**config.mk**
```make
export PLATFORM = sky130hd
export DESIGN_NAME = load_store_unit
export DESIGN_NICKNAME = d
export VERILOG_FILES = /design/src/rtl/load_store_unit.sv
export SDC_FILE = /design/constraint.sdc
export NUM_CORES = 1
export LEC_CHECK = 0
export CAP_MARGIN = 15
export CORE_MARGIN = 5
export CORE_UTILIZATION = 35
export CTS_BUF_LIST = sky130_fd_sc_hd__clkbuf_2
export CTS_CLUSTER_SIZE = 10
export DETAILED_ROUTE_END_ITERATION = 7
export DONT_BUFFER_PORTS = 1
export PLACE_DENSITY_LB_ADDON = 0.2
export SLEW_MARGIN = 30
export SYNTH_ARGS = -nofsm -noshare
export SYNTH_HDL_FRONTEND = slang
export SYNTH_SLANG_ARGS = --single-unit
```
**constraint.sdc**
```tcl
create_clock -name clk -period 3.1 [get_ports clk]
set_input_delay 0.62 -clock clk [delete_from_list [all_inputs] [get_ports clk]]
set_output_delay 0.62 -clock clk [all_outputs]
set_load 0.02 [all_outputs]
```
**src/rtl/load_store_unit.sv**
```systemverilog
// Load/store initiator for the byte-banked data memory: aligned accesses in one beat,
// misaligned halfword/word split into byte beats. Define MISALIGN_TRAP_EN to trap misaligned requests instead.
//
// state  | meaning
// IDLE   | ready for a request
// ACCESS | single aligned memory beat, load data captured
// SPLIT  | byte beats k = 0..N-1 for a misaligned access
// RESP   | one-cycle response pulse
module load_store_unit #(
   parameter int ADDR_WIDTH = 32
) (
   input  logic                  clk,
   input  logic                  rst_n,
   input  logic                  req_valid,
   output logic                  req_ready,
   input  logic                  req_write,
   input  logic [2:0]            req_size,
   input  logic [ADDR_WIDTH-1:0] req_addr,
   input  logic [31:0]           req_wdata,
   output logic                  resp_valid,
   output logic [31:0]           resp_rdata,
   output logic                  resp_misaligned,
   output logic [ADDR_WIDTH-1:0] mem_access_addr,
   output logic [31:0]           mem_in,
   output logic                  mem_write_en,
   output logic                  mem_read_en,
   output logic [2:0]            mem_data_size,
   input  logic [31:0]           mem_out
);

   typedef enum logic [1:0] {S_IDLE, S_ACCESS, S_SPLIT, S_RESP} state_t;

   state_t                state, state_nxt;
   logic [ADDR_WIDTH-1:0] addr_q;
   logic [2:0]            size_q;
   logic                  write_q;
   logic [31:0]           wdata_q;
   logic [31:0]           result_q;
   logic [1:0]            beat_q;
   logic                  accept;
   logic                  misaligned_req;
   logic                  last_beat;
   logic [31:0]           load_ext;
   logic [2:0]            store_size;

   assign accept = req_valid && (state == S_IDLE);

   always_comb begin
      case (req_size[1:0])
         2'b00:   misaligned_req = 1'b0;
         2'b01:   misaligned_req = req_addr[0];
         default: misaligned_req = |req_addr[1:0];
      endcase
   end

   assign last_beat = (size_q[1:0] == 2'b01) ? (beat_q == 2'd1) : (beat_q == 2'd3);

   always_comb begin
      case (size_q[1:0])
         2'b00:   store_size = 3'b000;
         2'b01:   store_size = 3'b001;
         default: store_size = 3'b010;
      endcase
   end

`ifdef MISALIGN_TRAP_EN
   logic trap_q;

   always_ff @(posedge clk or negedge rst_n) begin
      if (!rst_n)
         trap_q <= 1'b0;
      else if (accept)
         trap_q <= misaligned_req;
   end

   assign resp_misaligned = (state == S_RESP) && trap_q;
`else
   assign resp_misaligned = 1'b0;
`endif

   always_ff @(posedge clk or negedge rst_n) begin
      if (!rst_n)
         state <= S_IDLE;
      else
         state <= state_nxt;
   end

   always_ff @(posedge clk or negedge rst_n) begin
      if (!rst_n) begin
         addr_q   <= '0;
         size_q   <= 3'b000;
         write_q  <= 1'b0;
         wdata_q  <= 32'h0;
         result_q <= 32'h0;
         beat_q   <= 2'd0;
      end else begin
         case (state)
            S_IDLE: begin
               if (accept) begin
                  addr_q   <= req_addr;
                  size_q   <= req_size;
                  write_q  <= req_write;
                  wdata_q  <= req_wdata;
                  result_q <= 32'h0;
                  beat_q   <= 2'd0;
               end
            end
            S_ACCESS: begin
               if (!write_q)
                  result_q <= mem_out;
            end
            S_SPLIT: begin
               beat_q <= beat_q + 2'd1;
               if (!write_q)
                  result_q[{beat_q, 3'b000} +: 8] <= mem_out[7:0];
            end
            default: ;
         endcase
      end
   end

   always_comb begin
      state_nxt = state;
      case (state)
         S_IDLE: begin
            if (accept) begin
`ifdef MISALIGN_TRAP_EN
               state_nxt = misaligned_req ? S_RESP : S_ACCESS;
`else
               state_nxt = misaligned_req ? S_SPLIT : S_ACCESS;
`endif
            end
         end
         S_ACCESS: state_nxt = S_RESP;
         S_SPLIT:  state_nxt = last_beat ? S_RESP : S_SPLIT;
         S_RESP:   state_nxt = S_IDLE;
         default:  state_nxt = S_IDLE;
      endcase
   end

   // Aligned loads are already extended by the memory; re-extending keeps split and aligned paths uniform.
   always_comb begin
      case (size_q)
         3'b000:  load_ext = {{24{result_q[7]}}, result_q[7:0]};
         3'b001:  load_ext = {{16{result_q[15]}}, result_q[15:0]};
         3'b100:  load_ext = {24'h0, result_q[7:0]};
         3'b101:  load_ext = {16'h0, result_q[15:0]};
         default: load_ext = result_q;
      endcase
   end

   always_comb begin
      req_ready       = (state == S_IDLE);
      resp_valid      = (state == S_RESP);
      resp_rdata      = 32'h0;
      mem_access_addr = '0;
      mem_in          = 32'h0;
      mem_write_en    = 1'b0;
      mem_read_en     = 1'b0;
      mem_data_size   = 3'b000;
      case (state)
         S_ACCESS: begin
            mem_access_addr = addr_q;
            mem_in          = wdata_q;
            mem_write_en    = write_q;
            mem_read_en     = !write_q;
            mem_data_size   = write_q ? store_size : size_q;
         end
         S_SPLIT: begin
            mem_access_addr = addr_q + {{(ADDR_WIDTH-2){1'b0}}, beat_q};
            mem_write_en    = write_q;
            mem_read_en     = !write_q;
            mem_data_size   = write_q ? 3'b000 : 3'b100;
            if (write_q)
               mem_in = {24'h0, wdata_q[{beat_q, 3'b000} +: 8]};
         end
         S_RESP: begin
            if (!write_q && !resp_misaligned)
               resp_rdata = load_ext;
         end
         default: ;
      endcase
   end

endmodule
```
**After elaboration in Yosys (flattened, before gate mapping)**

Cells that the tools add are included.
Widths: inputs -> output; s select.

- Register bits after elaboration: 104
- Input port bits: 103
- Output and inout port bits: 104
- Logic and storage cells: 64

- Add/sub/neg operators: 3
- Equality and inequality tests: 13
- Shift operators: 3
- Multiplexer cells: 25
- Reduce and logical (&&, ||, !) cells: 13

Operator list:

| kind | count |
|---|---|
| $mux 32 | 5 |
| $pmux 32 s2 | 2 |
| $pmux 32 s4 | 1 |
| $pmux 32 s3 | 1 |
| $add 32x2->32 | 1 |
| $bwmux 32 | 1 |
| $shift 8x7->32 const A | 1 |
| $shiftx 32x6->8 | 1 |
| $shiftx 8x7->32 | 1 |
| $eq 2x1->1 const B | 4 |
| $mux 8 | 1 |
| $pmux 2 s2 | 2 |
| $pmux 2 s4 | 1 |
| $neg 5->7 | 1 |
| $eq 2x2->1 const B | 3 |
| $eq 3x3->1 const B | 2 |
| $logic_not 2->1 | 3 |
| $mux 2 | 3 |
| $mux 3 | 2 |
| $pmux 3 s2 | 1 |
| $mux 1 | 4 |
| $ne 2x2->1 const B | 2 |
| $reduce_and 2->1 | 2 |
| $reduce_and 4->1 | 1 |
| other kinds (10) | 11 |

**Longest topological paths before layout**

- Depth after elaboration: 5
- Depth in mapped cells: 9
- Depth with buffers taken out: 6

**Worst setup path after synthesis**

Ideal clock, no wire load.

- Kind: register to output
- Start point: reg beat_q[0]
- End point: out mem_access_addr[30]
- Arrival time: 2.016 ns
- Data required time: 2.480 ns
- Slack: 0.464 ns
- Stages on the path, launching flop included: 8
- Path buffers: 1
- Cell sequence: dfrtp_1 -> ha_1 -> fa_1 -> nand4_1 -> nor4_4 -> buf_6 -> nand2_4 -> o31ai_1

- Cells in the longest elaborated chain, start to end: 2

Ends and longest elaborated chain:

| item | line | RTL |
|---|---|---|
| from (decl) | 39 | `logic [1:0] beat_q;` |
| from (signal assigned) | 113 | `beat_q <= beat_q + 2'd1;` |
| $add 32x2->32 | 170 | `mem_access_addr = addr_q + {{(ADDR_WIDTH-2){1'b0}}, beat_q};` |
| $pmux 32 s2 | 161 | `case (state)` |
| to (decl) | 23 | `output logic [ADDR_WIDTH-1:0] mem_access_addr,` |

No other way between the ends.

**Worst setup path after layout**

- Start point: reg addr_q[1]
- End point: out mem_access_addr[26]

- Cells in the longest elaborated chain, start to end: 2

Ends and longest elaborated chain:

| item | line | RTL |
|---|---|---|
| from (decl) | 34 | `logic [ADDR_WIDTH-1:0] addr_q;` |
| from (signal assigned) | 100 | `addr_q <= req_addr;` |
| $add 32x2->32 | 170 |  |
| $pmux 32 s2 | 161 |  |

No other way between the ends.

==> results.toml <==
[min_path]
min_path_type = "in -> reg"
whs_path_depth = 1
worst_hold_startpoint = "req_addr[14]"

[outcome]
violations = "negative setup slack"
status = "complete, but fails checks"

[power]
peakVddDrop_mv = 0.5216
total_leakage_power_nw = 3.668
power_density_mw_per_mm2 = 1143
p_total_mw = 10.08

[run]
cap_violations = 0

[detailed_routing]
vias_per_cell = 6.023
routedWlPerCell_um = 23.42
drt_iter0_drc = 464
antenna_left = 0
drc = 0
drt-pass1-iter-count = 6
routed_wl_um = 23440
vias = 6029

[global_route]
use_met2 = 0.3116
grtUsageMet3 = 0.06735
use_met1 = 0.2545
grt_max_degree = 105
grt_pass1_wl_um = 33780
track_usage = 0.1964
antenna_found_initial = 1
gr-total-overflow = 0
grt_busiest_layer = "met2"
first_global_vias = 5738

[synthesis]
ys.flop_type = "dfrtp_1"
syn-cell-area_mm2 = 0.006538
synth_fa_ha_area_frac = 0.02411
ys_warn_count = 0
synth_common_cells = "dfrtp_1, mux2_2, nand2_1, o21ai_0"
synth_compound_area_frac = 0.2111
synth_cell_types = 68
synth_xor_area_frac = 0.001340
ys_ff_latch = 104
yosys.area_share.simple = 0.1583
ys_seq_area_frac = 0.3981
synth_edf_count = 0
synthTopCellsByArea = "dfrtp_1, mux2_2, o21ai_0"
synth_fp_nets = 771
synth_area_per_cell_um2 = 9.966
async_flop_share = 1.000
netlist_instances = 656
synth_top_area_cell = "dfrtp_1"
synth_top_family_by_area = "compound AO/OA/AOI/OAI gates"
synthMuxAreaShare = 0.1447
yosysMostFrequentCell = "dfrtp_1"
synth_top_cell_area_share = 0.3981

[setup_path]
cp.required_ns = 2.48
cp_max_fo = 7
critPathMostFrequentCell = "buf_6"
path_delay_family = "flip-flops"
cp_cell_sequence = "buf_6 > fa_2 > nand4_1 > nor4_4 > buf_6 > and3_1 > a221o_1"
cp-end-kind = "output pin"
cp.depth = 7
r2r-start = "state[0]"
startpoint_type = "register"
crit_slowest_cell = "dfrtp_1"
startpoint = "addr_q[1]"
slowest_delay_ns = 0.50
crit_buf_inv = 2
rr_worst_depth = 7
critical_path_arrival_ns = 2.63
critical_path_class = "reg -> out"

[clock_network]
clk_pin_slew_ns = 0.32
cts_made_buffers = 9
clock_sinks = 104
insertion_delay_ns = 0.65
clock-root-buffer = "clkbuf_2"
clockBufferDepth = 2
htree_num_levels = 3
cts_tree = "built"

[sta]
finalHoldViolations = 0
period_share = 1.050
timing.final.ws_setup_ns = -0.1542
max-slew-margin-rel = 0.5593
rsz0062_at_grt = "true"
maxSlewViolCount = 0
fin_skew_ns = 0.03882
tightest_slew_ns = 0.6597
hold_ws_ns = 0.08342
setup_viol = 19
clock.fmax_mhz = 307.3
min_period_ns = 3.254

[place]
io_buffers = 0
dp_slack_ns = 0.3930
dpl-instance-area_mm2 = 0.006997
dp.final_hpwl_um = 14880
place_inst = 892
gp_congestion = 0.7919

[finish]
instances_no_fill = 1001
fillers = 1709
area_growth_pct = 34.95
drive_gt1_frac = 0.3982
finalNetCount = 876
fin_area_mm2 = 0.008822

[die]
core_area_mm2 = 0.01852
die_h_um = 146.7
fp.dieW_um = 146.7
dieArea_mm2 = 0.02151
initial_utilization = 0.3530
pin_count = 207
rows = 50
-- layout make-up --
| cell class | instances | area (um^2) | share of cell area |
|---|---|---|---|
| antenna | 1 | 2.502 | 0.0002836 |
| clock buffer | 10 | 50.05 | 0.005673 |
| clock inverter | 6 | 60.06 | 0.006808 |
| inverter | 30 | 112.6 | 0.01276 |
| multi-input combinational | 469 | 4118 | 0.4667 |
| sequential | 104 | 2610 | 0.2958 |
| tap | 234 | 292.8 | 0.03319 |
| timing repair buffer | 147 | 1577 | 0.1787 |
-- power by group --
group,switching [mW],total (mW),internal (mW)
Sequential,0.821,2.85,2.03
Clock,0.535,0.666,0.131
Combinational,3.54,6.57,3.03
Total,4.90,10.1,5.19
-- sequential cells by signal (all words and copies together), names as in the netlist --
| name | flops |
|---|---|
| addr_q | 32 |
| beat_q | 2 |
| result_q | 32 |
| size_q | 3 |
| state | 2 |
| wdata_q | 32 |
| write_q | 1 |
-- final timing paths --
path / to / slack, ns
max in group asynchronous: addr_q[8] / 2.10
setup / recovery: mem_access_addr[26] / -0.15
min in group asynchronous: addr_q[23] / 0.60
hold reg to reg: result_q[0] / 0.54
hold / removal: addr_q[14] / 0.08
setup reg to reg: result_q[5] / 0.61
-- logic make-up after synthesis --
kind of cell / after synthesis
AND/OR/NAND/NOR: 180
adder cells (fa/ha/maj): 12
other: 1
AO/OA/AOI/OAI: 197
multiplexers: 76
XOR/XNOR: 1
buffers and inverters: 85
flip-flops: 104
-- metrics by stage --
stage	util	setup TNS, ns
after CTS	0.4122	-2.168
final	0.4764	-1.399
after global placement	0.3778	0
after floorplan	-	0
after global routing	0.4764	-6.330
after detailed placement	0.3778	0
-- layout by cell type (no fill, tap or decap), drive strengths merged, types with 16 or more instances in the layout --
cell and n:
a21oi 31, buf 96, clkbuf 17, a31oi 16, inv 33, and3 30
a22o 21, o21ai 51, dlygate4sd3 44, nand2 58, dfrtp 104, nand3 16
and2 16, mux2 68
-- routing by layer --
layer | part of all wire | routed length [um] | vias to the layer above
li1 | - | - | 2698
met1 | 0.41 | 9616 | 2989
met2 | 0.48 | 11300 | 301
met3 | 0.085 | 2001 | 41
met4 | 0.022 | 524 | 0
met5 | 0 | 0 | -
-- timing repair --
action | in CTS | in global routing
hold endpoints to repair | 104 | 43
endpoints found under the setup margin | 58 | 64
setup buffers | 15 | 22
resized for setup | 87 | 87
gates cloned | 3 | 9
hold buffers | 2 | 43
pin swaps | 14 | 29
No activity file was read; power rests on OpenSTA's default activity.
